===== src/rtl/load_pkg.sv =====
// Shared load-path types: selector encoding, FSM states, size/signedness helpers.
package load_pkg;

  typedef enum logic [2:0] {
    SEL_LD      = 3'd0,
    SEL_LW      = 3'd1,
    SEL_LH      = 3'd2,
    SEL_LB      = 3'd3,
    SEL_LWU     = 3'd4,
    SEL_LHU     = 3'd5,
    SEL_LBU     = 3'd6,
    SEL_ILLEGAL = 3'd7
  } load_sel_e;

  typedef enum logic [2:0] {
    ST_IDLE  = 3'd0,
    ST_RD0   = 3'd1,
    ST_WAIT0 = 3'd2,
    ST_RD1   = 3'd3,
    ST_WAIT1 = 3'd4,
    ST_RESP  = 3'd5
  } load_state_e;

  function automatic logic [3:0] load_size(input load_sel_e sel);
    case (sel)
      SEL_LD:           return 4'd8;
      SEL_LW, SEL_LWU:  return 4'd4;
      SEL_LH, SEL_LHU:  return 4'd2;
      default:          return 4'd1;
    endcase
  endfunction

  function automatic logic load_signed(input load_sel_e sel);
    return (sel == SEL_LD) || (sel == SEL_LW) || (sel == SEL_LH) || (sel == SEL_LB);
  endfunction

endpackage


===== src/rtl/load_extend_core.sv =====
// Combinational shift/mask/extend of a two-beat window down to one XLEN result.
module load_extend_core
  import load_pkg::*;
#(
  parameter  int XLEN = 64,
  localparam int OFFW = $clog2(XLEN/8)
) (
  input  logic [2*XLEN-1:0] beats,
  input  logic [OFFW-1:0]   offset,
  input  load_sel_e         sel,
  output logic [XLEN-1:0]   result
);

  logic [XLEN-1:0] shifted;
  logic            sign;

  assign shifted = XLEN'(beats >> {offset, 3'b000});

  always_comb begin
    sign = 1'b0;
    case (load_size(sel))
      4'd1:    sign = shifted[7];
      4'd2:    sign = shifted[15];
      4'd4:    sign = shifted[31];
      default: sign = shifted[XLEN-1];
    endcase
    sign = sign & load_signed(sel);
    result = '0;
    for (int i = 0; i < XLEN; i++)
      result[i] = (i < 8 * int'(load_size(sel))) ? shifted[i] : sign;
  end

endmodule


===== src/rtl/load_align_unit.sv =====
// Load-path FSM: fetch one or two memory words, align and extend to XLEN.
// Two-beat spanning loads are built only when LOAD_MISALIGN_EN is defined.
module load_align_unit
  import load_pkg::*;
#(
  parameter  int XLEN = 64,
  localparam int OFFW = $clog2(XLEN/8)
) (
  input  logic            clk,
  input  logic            rst_n,
  input  logic            req_valid,
  output logic            req_ready,
  input  logic [2:0]      req_sel,
  input  logic [OFFW-1:0] req_offset,
  output logic            mem_req,
  output logic            mem_next,
  input  logic            mem_rvalid,
  input  logic [XLEN-1:0] mem_rdata,
  output logic            rsp_valid,
  input  logic            rsp_ready,
  output logic [XLEN-1:0] rsp_data,
  output logic            rsp_err
);

  function automatic logic spans(input load_sel_e s, input logic [OFFW-1:0] o);
    return (int'(o) + int'(load_size(s))) > XLEN/8;
  endfunction

  function automatic logic illegal(input load_sel_e s);
    return (s == SEL_ILLEGAL) || (XLEN == 32 && (s == SEL_LD || s == SEL_LWU));
  endfunction

  load_state_e     state_q, state_d;
  load_sel_e       sel_in, sel_q;
  logic [OFFW-1:0] off_q;
  logic [XLEN-1:0] beat0_q;
  logic [XLEN-1:0] beat1;
  logic [XLEN-1:0] ext;
  logic            err_q;
  logic            req_bad;

  assign sel_in = load_sel_e'(req_sel);

`ifdef LOAD_MISALIGN_EN
  logic [XLEN-1:0] beat1_q;
  assign req_bad = illegal(sel_in);
  assign beat1   = beat1_q;
`else
  // Without the two-beat path a spanning access is rejected up front.
  assign req_bad = illegal(sel_in) || spans(sel_in, req_offset);
  assign beat1   = '0;
`endif

  always_ff @(posedge clk or negedge rst_n) begin
    if (!rst_n) state_q <= ST_IDLE;
    else        state_q <= state_d;
  end

  always_comb begin
    state_d = state_q;
    case (state_q)
      ST_IDLE:  if (req_valid) state_d = req_bad ? ST_RESP : ST_RD0;
      ST_RD0:   state_d = ST_WAIT0;
`ifdef LOAD_MISALIGN_EN
      ST_WAIT0: if (mem_rvalid) state_d = spans(sel_q, off_q) ? ST_RD1 : ST_RESP;
      ST_RD1:   state_d = ST_WAIT1;
      ST_WAIT1: if (mem_rvalid) state_d = ST_RESP;
`else
      ST_WAIT0: if (mem_rvalid) state_d = ST_RESP;
`endif
      ST_RESP:  if (rsp_ready) state_d = ST_IDLE;
      default:  state_d = ST_IDLE;
    endcase
  end

  // Beats are cleared on accept so a single-beat load sees zero above beat0.
  always_ff @(posedge clk or negedge rst_n) begin
    if (!rst_n) begin
      sel_q   <= SEL_LB;
      off_q   <= '0;
      err_q   <= 1'b0;
      beat0_q <= '0;
`ifdef LOAD_MISALIGN_EN
      beat1_q <= '0;
`endif
    end else begin
      if (state_q == ST_IDLE && req_valid) begin
        sel_q   <= sel_in;
        off_q   <= req_offset;
        err_q   <= req_bad;
        beat0_q <= '0;
`ifdef LOAD_MISALIGN_EN
        beat1_q <= '0;
`endif
      end
      if (state_q == ST_WAIT0 && mem_rvalid) beat0_q <= mem_rdata;
`ifdef LOAD_MISALIGN_EN
      if (state_q == ST_WAIT1 && mem_rvalid) beat1_q <= mem_rdata;
`endif
    end
  end

  load_extend_core #(.XLEN(XLEN)) u_ext (
    .beats  ({beat1, beat0_q}),
    .offset (off_q),
    .sel    (sel_q),
    .result (ext)
  );

  // All datapath inputs are registered and frozen in RESP, so the result is stable.
  assign req_ready = (state_q == ST_IDLE);
  assign mem_req   = (state_q == ST_RD0) || (state_q == ST_RD1);
  assign mem_next  = (state_q == ST_RD1);
  assign rsp_valid = (state_q == ST_RESP);
  assign rsp_err   = rsp_valid & err_q;
  assign rsp_data  = (rsp_valid && !err_q) ? ext : '0;

endmodule


===== config.mk =====
export PLATFORM = sky130hd
export DESIGN_NAME = load_align_unit
export DESIGN_NICKNAME = d
export VERILOG_FILES = /design/src/rtl/load_pkg.sv /design/src/rtl/load_extend_core.sv /design/src/rtl/load_align_unit.sv
export SDC_FILE = /design/constraint.sdc
export NUM_CORES = 1
export LEC_CHECK = 0
export CAP_MARGIN = 30
export CORE_MARGIN = 1
export CORE_UTILIZATION = 50
export CTS_CLUSTER_DIAMETER = 40
export DETAILED_ROUTE_END_ITERATION = 16
export PLACE_DENSITY = 0.85
export SYNTH_ARGS = -nofsm -noshare
export SYNTH_HDL_FRONTEND = slang
export SYNTH_HIERARCHICAL = 1
export SYNTH_SLANG_ARGS = --single-unit

===== constraint.sdc =====
create_clock -name clk -period 3 [get_ports clk]
set_input_delay 0.45 -clock clk [delete_from_list [all_inputs] [get_ports clk]]
set_output_delay 0.45 -clock clk [all_outputs]
set_load 0.02 [all_outputs]

==> results.yml, run 1 <==
run_status:
  status: "finished, violations left"
  violations: "setup timing"
logic_synthesis:
  syn_avg_cell_area_um2: 9.07
  yosys.cell_types.count: 56
  yosys.area.top_type: "dfrtp_1"
  synth_area_leaders: "dfrtp_1 26%, mux2i_1 9.2%, a22o_1 8.0%"
  synth_top_area_share_pct: 25.8
  ys_async_sr_fraction_pct: 100
  synth_most_common_cell: "dfrtp_1"
  synthCells: 769
  ys.flop_type: "dfrtp_1"
  synth_edf_count: 0
  synthTopCellsByCount: "72 x dfrtp_1, 70 x a21oi_1, 69 x and2_1, 64 x a22o_1, 64 x mux2i_1"
  yosysWarningCount: 6
  yosysSeqAreaShare_pct: 26.6
  synth_area_um2: 6980
  synth_seq_cells: 74
floorplanning:
  io_pins: 144
  core.rowCount: 42
  dieArea_um2: 14400
  start_util_pct: 52.1
  fp.dieH_um: 120
  die_width_um: 120
  core_area_um2: 13400
worst_setup_path:
  crit_slowest_cell: "dfrtp_4"
  path_cells: "mux2i_1 > buf_4 > a222oi_1 > nand2_1 > buf_4 > o221a_4 > buf_12 > a21oi_1 > and2_1 > buf_6"
  cp.arrival_ns: 2.76
  required_ns: 2.55
  crit_family: "compound AO/OA/AOI/OAI gates"
  worstSetupPathType: "flip-flop to primary output"
  cp_max_fo: 7
  worstSetupStartpointType: "flip-flop"
  crit_buf_inv: 4
  cpPeakStageDelay_ns: 0.53
  end_kind: "primary output"
  path_common_cell: "buf_4"
place:
  portBuffers: 143
  dp_hpwl_um: 16100
  globalplace.congestion: 1.01
finish:
  multi_input_area_um2: 5270
  antenna_cells: 0
  num-fill-cells: 962
  syn_to_final_growth_pct: 41.6
  drive_gt1_share_pct: 30.0
  seq_area_um2: 1860
  final_nets: 1127
global_route:
  grt_max_degree: 65
  antenna_found_initial: 0
  met1_usage_pct: 42.4
  grt.busiest_layer: "met2"
  grt_usage_pct: 31.4
  use_met3_pct: 5.51
  grt_pass1_wl_um: 35000
  grt_pass1_vias: 6529
  use_met2_pct: 49.6
  grt-ovfl-total: 0
sta:
  fmax_mhz: 312
  relSlewSlack_pct: 56.7
  timing.final.crit_period_ns: 3.21
  rsz0062_at_grt: "true"
  fin_crit_sh_pct: 107
  tightest_slew_ns: 0.649
  fin_setup_tns_ns: -3.44
  finalWorstSetupSlack_ns: -0.209
  drv_slew: 0
  hold_violations: 0
  finClkSkew_ns: 0.0111
  setup_viol: 41
clock_tree:
  clock-sinks: 74
  clk_latency_ns: 0.34
  clk_pin_slew_ns: 0.06
  cts_hold_buf: 0
  cts_tree: "done"
  cts_htree_levels: 3
  cts.path.max_buffers: 2
  numCtsBuffers: 9
  root_buffer: "clkbuf_16"
power_and_ir_drop:
  seq_power_share_pct: 18.5
  leakage_nw: 4.47
  p_int_mw: 6.02
  switching_power_mw: 5.28
  comb_power_share_pct: 72.3
  p_sw_share_pct: 46.7
  cellPowerDensity_nw_per_um2: 1140
  peakVddDrop_v: 0.00101
  p_clk_share_pct: 9.2
  finalPower_mw: 11.3
routing:
  vias_per_cell: 5.95
  via_count: 7310
  drc: 0
  final_antenna_net_count: 0
  dr.pass1.iters: 6
  drt-total-wl_um: 23800
  post_drt_wl_per_cell_um: 19.3
  drtIter0Drc: 972
worst_hold_path:
  hp-class: "primary input to asynchronous set/reset pin"
flow_run:
  cap_violations: 0
-- worst register-to-register path: stages (launching register included) --
cell and delay (ns):
dfrtp_1 0.43, nor2_1 0.22, and3_2 0.21, buf_4 0.52
a22o_1 0.32
-- area by class of cell --
type	instances	share of cell area, %
Clock buffer	11	2.56
Clock inverter	5	0.367
Inverter	8	0.304
Multi-Input combinational cell	718	53.4
Sequential cell	74	18.8
Tap cell	176	2.23
Timing Repair Buffer	237	22.3
-- power by group through the flow --
stage	Combinational [mW]	Clock, mW	Sequential [mW]
final	8.18	1.04	2.09
after global routing	8.68	1.10	2.13
after CTS	7.18	1.04	2.02
after detailed placement	6.50	0	2.02
after global placement	6.39	0	1.99
after floorplan	5.06	0	1.73
-- registers in the layout (all words and copies together), names as in the netlist --
name and count:
beat0_q 64, err_q 1, off_q 3, sel_q 3
state_q 3
-- per-layer routing --
layer,wire length [µm],vias up,part of all wire (%)
li1,-,3328,-
met1,9480,3416,40
met2,10800,488,46
met3,2400,78,10
met4,1040,0,4.4
met5,0,-,0
-- through the flow --
step	setup slack, ns	instance area (µm²)	hold slack [ns]	util, %	std cells
after floorplan	0.595	7380	0.154	-	876
after global placement	-0.110	9110	0.401	68.0	1191
after detailed placement	-0.167	9110	0.407	68.0	1191
after CTS	-0.119	9470	0.0466	70.6	1218
after global routing	-0.299	9880	0.0720	73.7	1229
final	-0.209	9880	0.0476	73.7	1229
-- cells in the final DEF, fill, tap and decap left out, types with 6 or more instances in the layout --
cell,instances
conb_1,108
buf_4,94
clkdlybuf4s50_1,79
dfrtp_1,70
and2_1,67
a22o_1,64
a21oi_1,59
mux2i_1,53
nor2_1,50
nand2_1,43
mux2_2,39
buf_6,27
a21oi_2,27
o21ai_0,18
o21a_1,17
buf_2,15
mux4_2,12
a211oi_1,12
nor3_1,10
clkbuf_16,10
a32oi_1,10
mux2i_2,9
inv_1,8
mux2_4,8
o22ai_1,8
nor2b_1,7
buf_12,7
nor3_2,6
o2bb2ai_1,6
a2bb2oi_1,6
-- logic make-up after synthesis --
kind of cell	count (synthesis)	synth area share (%)
simple gates	216	15.9
buf+inv	86	8.46
xor+xnor	2	0.251
fa+ha+maj	4	0.825
mux	124	20.8
other cells	1	0.0538
compound gates	262	27.2
flops	74	26.6
-- path summary, 6_finish.rpt --
| check | from | end | slack, ns | depth (start not counted) |
|---|---|---|---|---|
| max reg2reg | state_q[2]$_DFFE_PN0P_ | beat0_q[0]$_DFFE_PN0P_ | 1.24 | 4 |
| max | off_q[1]$_DFFE_PN0P_ | rsp_data[56] | -0.21 | 10 |
| min | rst_n | beat0_q[46]$_DFFE_PN0P_ | 0.05 | 1 |
| min in group clk | beat0_q[14]$_DFFE_PN0P_ | beat0_q[14]$_DFFE_PN0P_ | 0.50 | 1 |
| min reg2reg | beat0_q[14]$_DFFE_PN0P_ | beat0_q[14]$_DFFE_PN0P_ | 0.50 | 1 |
| max in group asynchronous | rst_n | sel_q[0]$_DFFE_PN1P_ | 2.19 | 2 |
-- what timing repair did --
| action | in CTS | in global routing |
|---|---|---|
| endpoints found under the setup margin | 63 | 59 |
| setup buffers | 8 | 10 |
| gates resized for setup | 268 | 112 |
| cloned | 3 | 2 |
| pin swaps | 11 | 14 |
Note: power is estimated with default switching activity, not from simulation.
==> inputs of run 2 (changes only) <==
--- a/config.mk
+++ b/config.mk
@@ -10,7 +10,9 @@
 export CORE_UTILIZATION = 50
 export CTS_CLUSTER_DIAMETER = 40
 export DETAILED_ROUTE_END_ITERATION = 16
-export PLACE_DENSITY = 0.85
+export PLACE_DENSITY = 0.78
+export REMOVE_ABC_BUFFERS = 1
+export SLEW_MARGIN = 25
 export SYNTH_ARGS = -nofsm -noshare
 export SYNTH_HDL_FRONTEND = slang
 export SYNTH_HIERARCHICAL = 1
==> run 2 against run 1 <==
The flow still finishes with violations (setup timing); combinational power down 2.7%; critical path depth down 1; die area unchanged; wire length fell by 3.8%; worst setup slack improved by 0.071 ns; register-to-register slack worse by 0.11 ns; largest power group unchanged.
==> results.yml, run 2 (same netlist as run 1, synthesis figures left out) <==
floorplanning:
  io_pins: 144
  fp.dieH_um: 120
  start_util_pct: 52.1
  die_width_um: 120
  core.rowCount: 42
  dieArea_um2: 14400
  core_area_um2: 13400
global_route:
  grt_usage_pct: 31.6
  antenna_found_initial: 0
  grt-ovfl-total: 0
  grt_max_degree: 75
  grt_pass1_wl_um: 35200
  grt_pass1_vias: 6745
sta:
  finClkSkew_ns: 0.00968
  timing.final.crit_period_ns: 3.14
  setup_viol: 44
  fmax_mhz: 319
  finalWorstSetupSlack_ns: -0.138
  fin_hold_ws_ns: 0.119
  rsz0062_at_grt: "true"
  relSlewSlack_pct: 54.0
  fin_crit_sh_pct: 105
  tightest_slew_ns: 0.690
  drv_slew: 0
  hold_violations: 0
finish:
  largest-register: "beat0_q"
  final_cell_mix: "120 x buf_4, 108 x conb_1, 78 x clkdlybuf4s50_1"
  fin_cells: 1241
  final_nets: 1139
  drive_gt1_share_pct: 30.7
  num-fill-cells: 1025
  post-route-util_pct: 74.4
  antenna_cells: 0
  layout.cells.most_common: "buf_4"
  final_area_um2: 9970
  largest_register_ffs: 64
  syn_to_final_growth_pct: 42.9
run_status:
  violations: "setup timing"
  status: "finished, violations left"
routing:
  final_antenna_net_count: 0
  via_count: 7129
  dr.pass1.iters: 5
  vias_per_cell: 5.74
  post_drt_wl_per_cell_um: 18.4
  drt-total-wl_um: 22900
  drc: 0
  drtIter0Drc: 621
clock_tree:
  clk_latency_ns: 0.35
  cts_tree: "done"
  root_buffer: "clkbuf_16"
  cts.path.max_buffers: 2
  clock-sinks: 74
  cts_htree_levels: 3
  clk_pin_slew_ns: 0.06
  cts_hold_buf: 0
  numCtsBuffers: 9
worst_setup_path:
  crit_family: "compound AO/OA/AOI/OAI gates"
  cp.arrival_ns: 2.69
  end_kind: "primary output"
  path_cells: "buf_12 > mux2i_2 > a222oi_1 > nand2_2 > buf_6 > o221a_4 > a21oi_2 > and2_4 > buf_6"
  cpPeakStageDelay_ns: 0.53
  crit_buf_inv: 3
  required_ns: 2.55
  worstSetupPathType: "flip-flop to primary output"
  path_common_cell: "buf_6"
  worstSetupStartpointType: "flip-flop"
  crit_slowest_cell: "dfrtp_4"
  cp_max_fo: 8
power_and_ir_drop:
  leakage_nw: 4.56
  cellPowerDensity_nw_per_um2: 1110
  peakVddDrop_v: 0.000697
flow_run:
  cap_violations: 0
place:
  globalplace.congestion: 0.888
  placed_cell_area_um2: 9190
  dp_hpwl_um: 15100
  pre_cts_ws_ns: -0.291
  portBuffers: 143
  dp_cells: 1201
worst_hold_path:
  hp-class: "primary input to asynchronous set/reset pin"
[run 2: timing repair]
| action | CTS | global route |
|---|---|---|
| endpoints found under the setup margin | 63 | 61 |
| gates resized for setup | 310 | 88 |
| gates cloned | 3 | 0 |
| pin swaps | 11 | 20 |
| setup buffers | 19 | 3 |
[run 2: cell type report]
| class | instances | area [µm²] | area share, % |
|---|---|---|---|
| Sequential cell | 74 | 1860 | 18.7 |
| Tap cell | 176 | 220 | 2.21 |
| Inverter | 8 | 30.0 | 0.301 |
| Timing Repair Buffer | 248 | 2300 | 23.1 |
| Clock inverter | 5 | 81.3 | 0.816 |
| Clock buffer | 11 | 233 | 2.33 |
| Multi-Input combinational cell | 719 | 5240 | 52.6 |
[run 2: power breakdown]
group	leakage, nW	switching (mW)	internal, mW	total (mW)
clock network	0.150	0.438	0.729	1.17
logic	3.43	4.24	3.73	7.96
registers	0.979	0.440	1.47	1.91
total	4.56	5.11	5.93	11.0
[run 2: final timing paths]
check                                               end                    from  slack [ns]  cells after the start
min in group clk                 beat0_q[0]$_DFFE_PN0P_  beat0_q[0]$_DFFE_PN0P_        0.50                      1
worst max-delay path                       rsp_data[58]    off_q[1]$_DFFE_PN0P_       -0.14                      9
worst min register to register   beat0_q[0]$_DFFE_PN0P_  beat0_q[0]$_DFFE_PN0P_        0.50                      1
worst min-delay path             state_q[0]$_DFFE_PN0P_                   rst_n        0.12                      1
max in group asynchronous          off_q[1]$_DFFE_PN0P_                   rst_n        2.34                      1
worst max register to register  beat0_q[63]$_DFFE_PN0P_  state_q[2]$_DFFE_PN0P_        1.13                      4
[run 2: layer usage]
| layer | part of all wire (%) | vias up | GRT usage (%) |
|---|---|---|---|
| li1 | - | 3361 | - |
| met1 | 43 | 3405 | 41.6 |
| met2 | 48 | 316 | 51.7 |
| met3 | 6.8 | 47 | 5.85 |
| met4 | 2.5 | 0 | 10.8 |
| met5 | 0 | - | 0 |
[run 2: metrics by stage]
stage | power, mW | TNS [ns]
finish | 11.0 | -2.84
CTS | 10.5 | -2.54
floorplan | 6.33 | -138.55
global route | 11.6 | -8.40
detailed placement | 8.53 | -9.20
global placement | 8.47 | -8.69
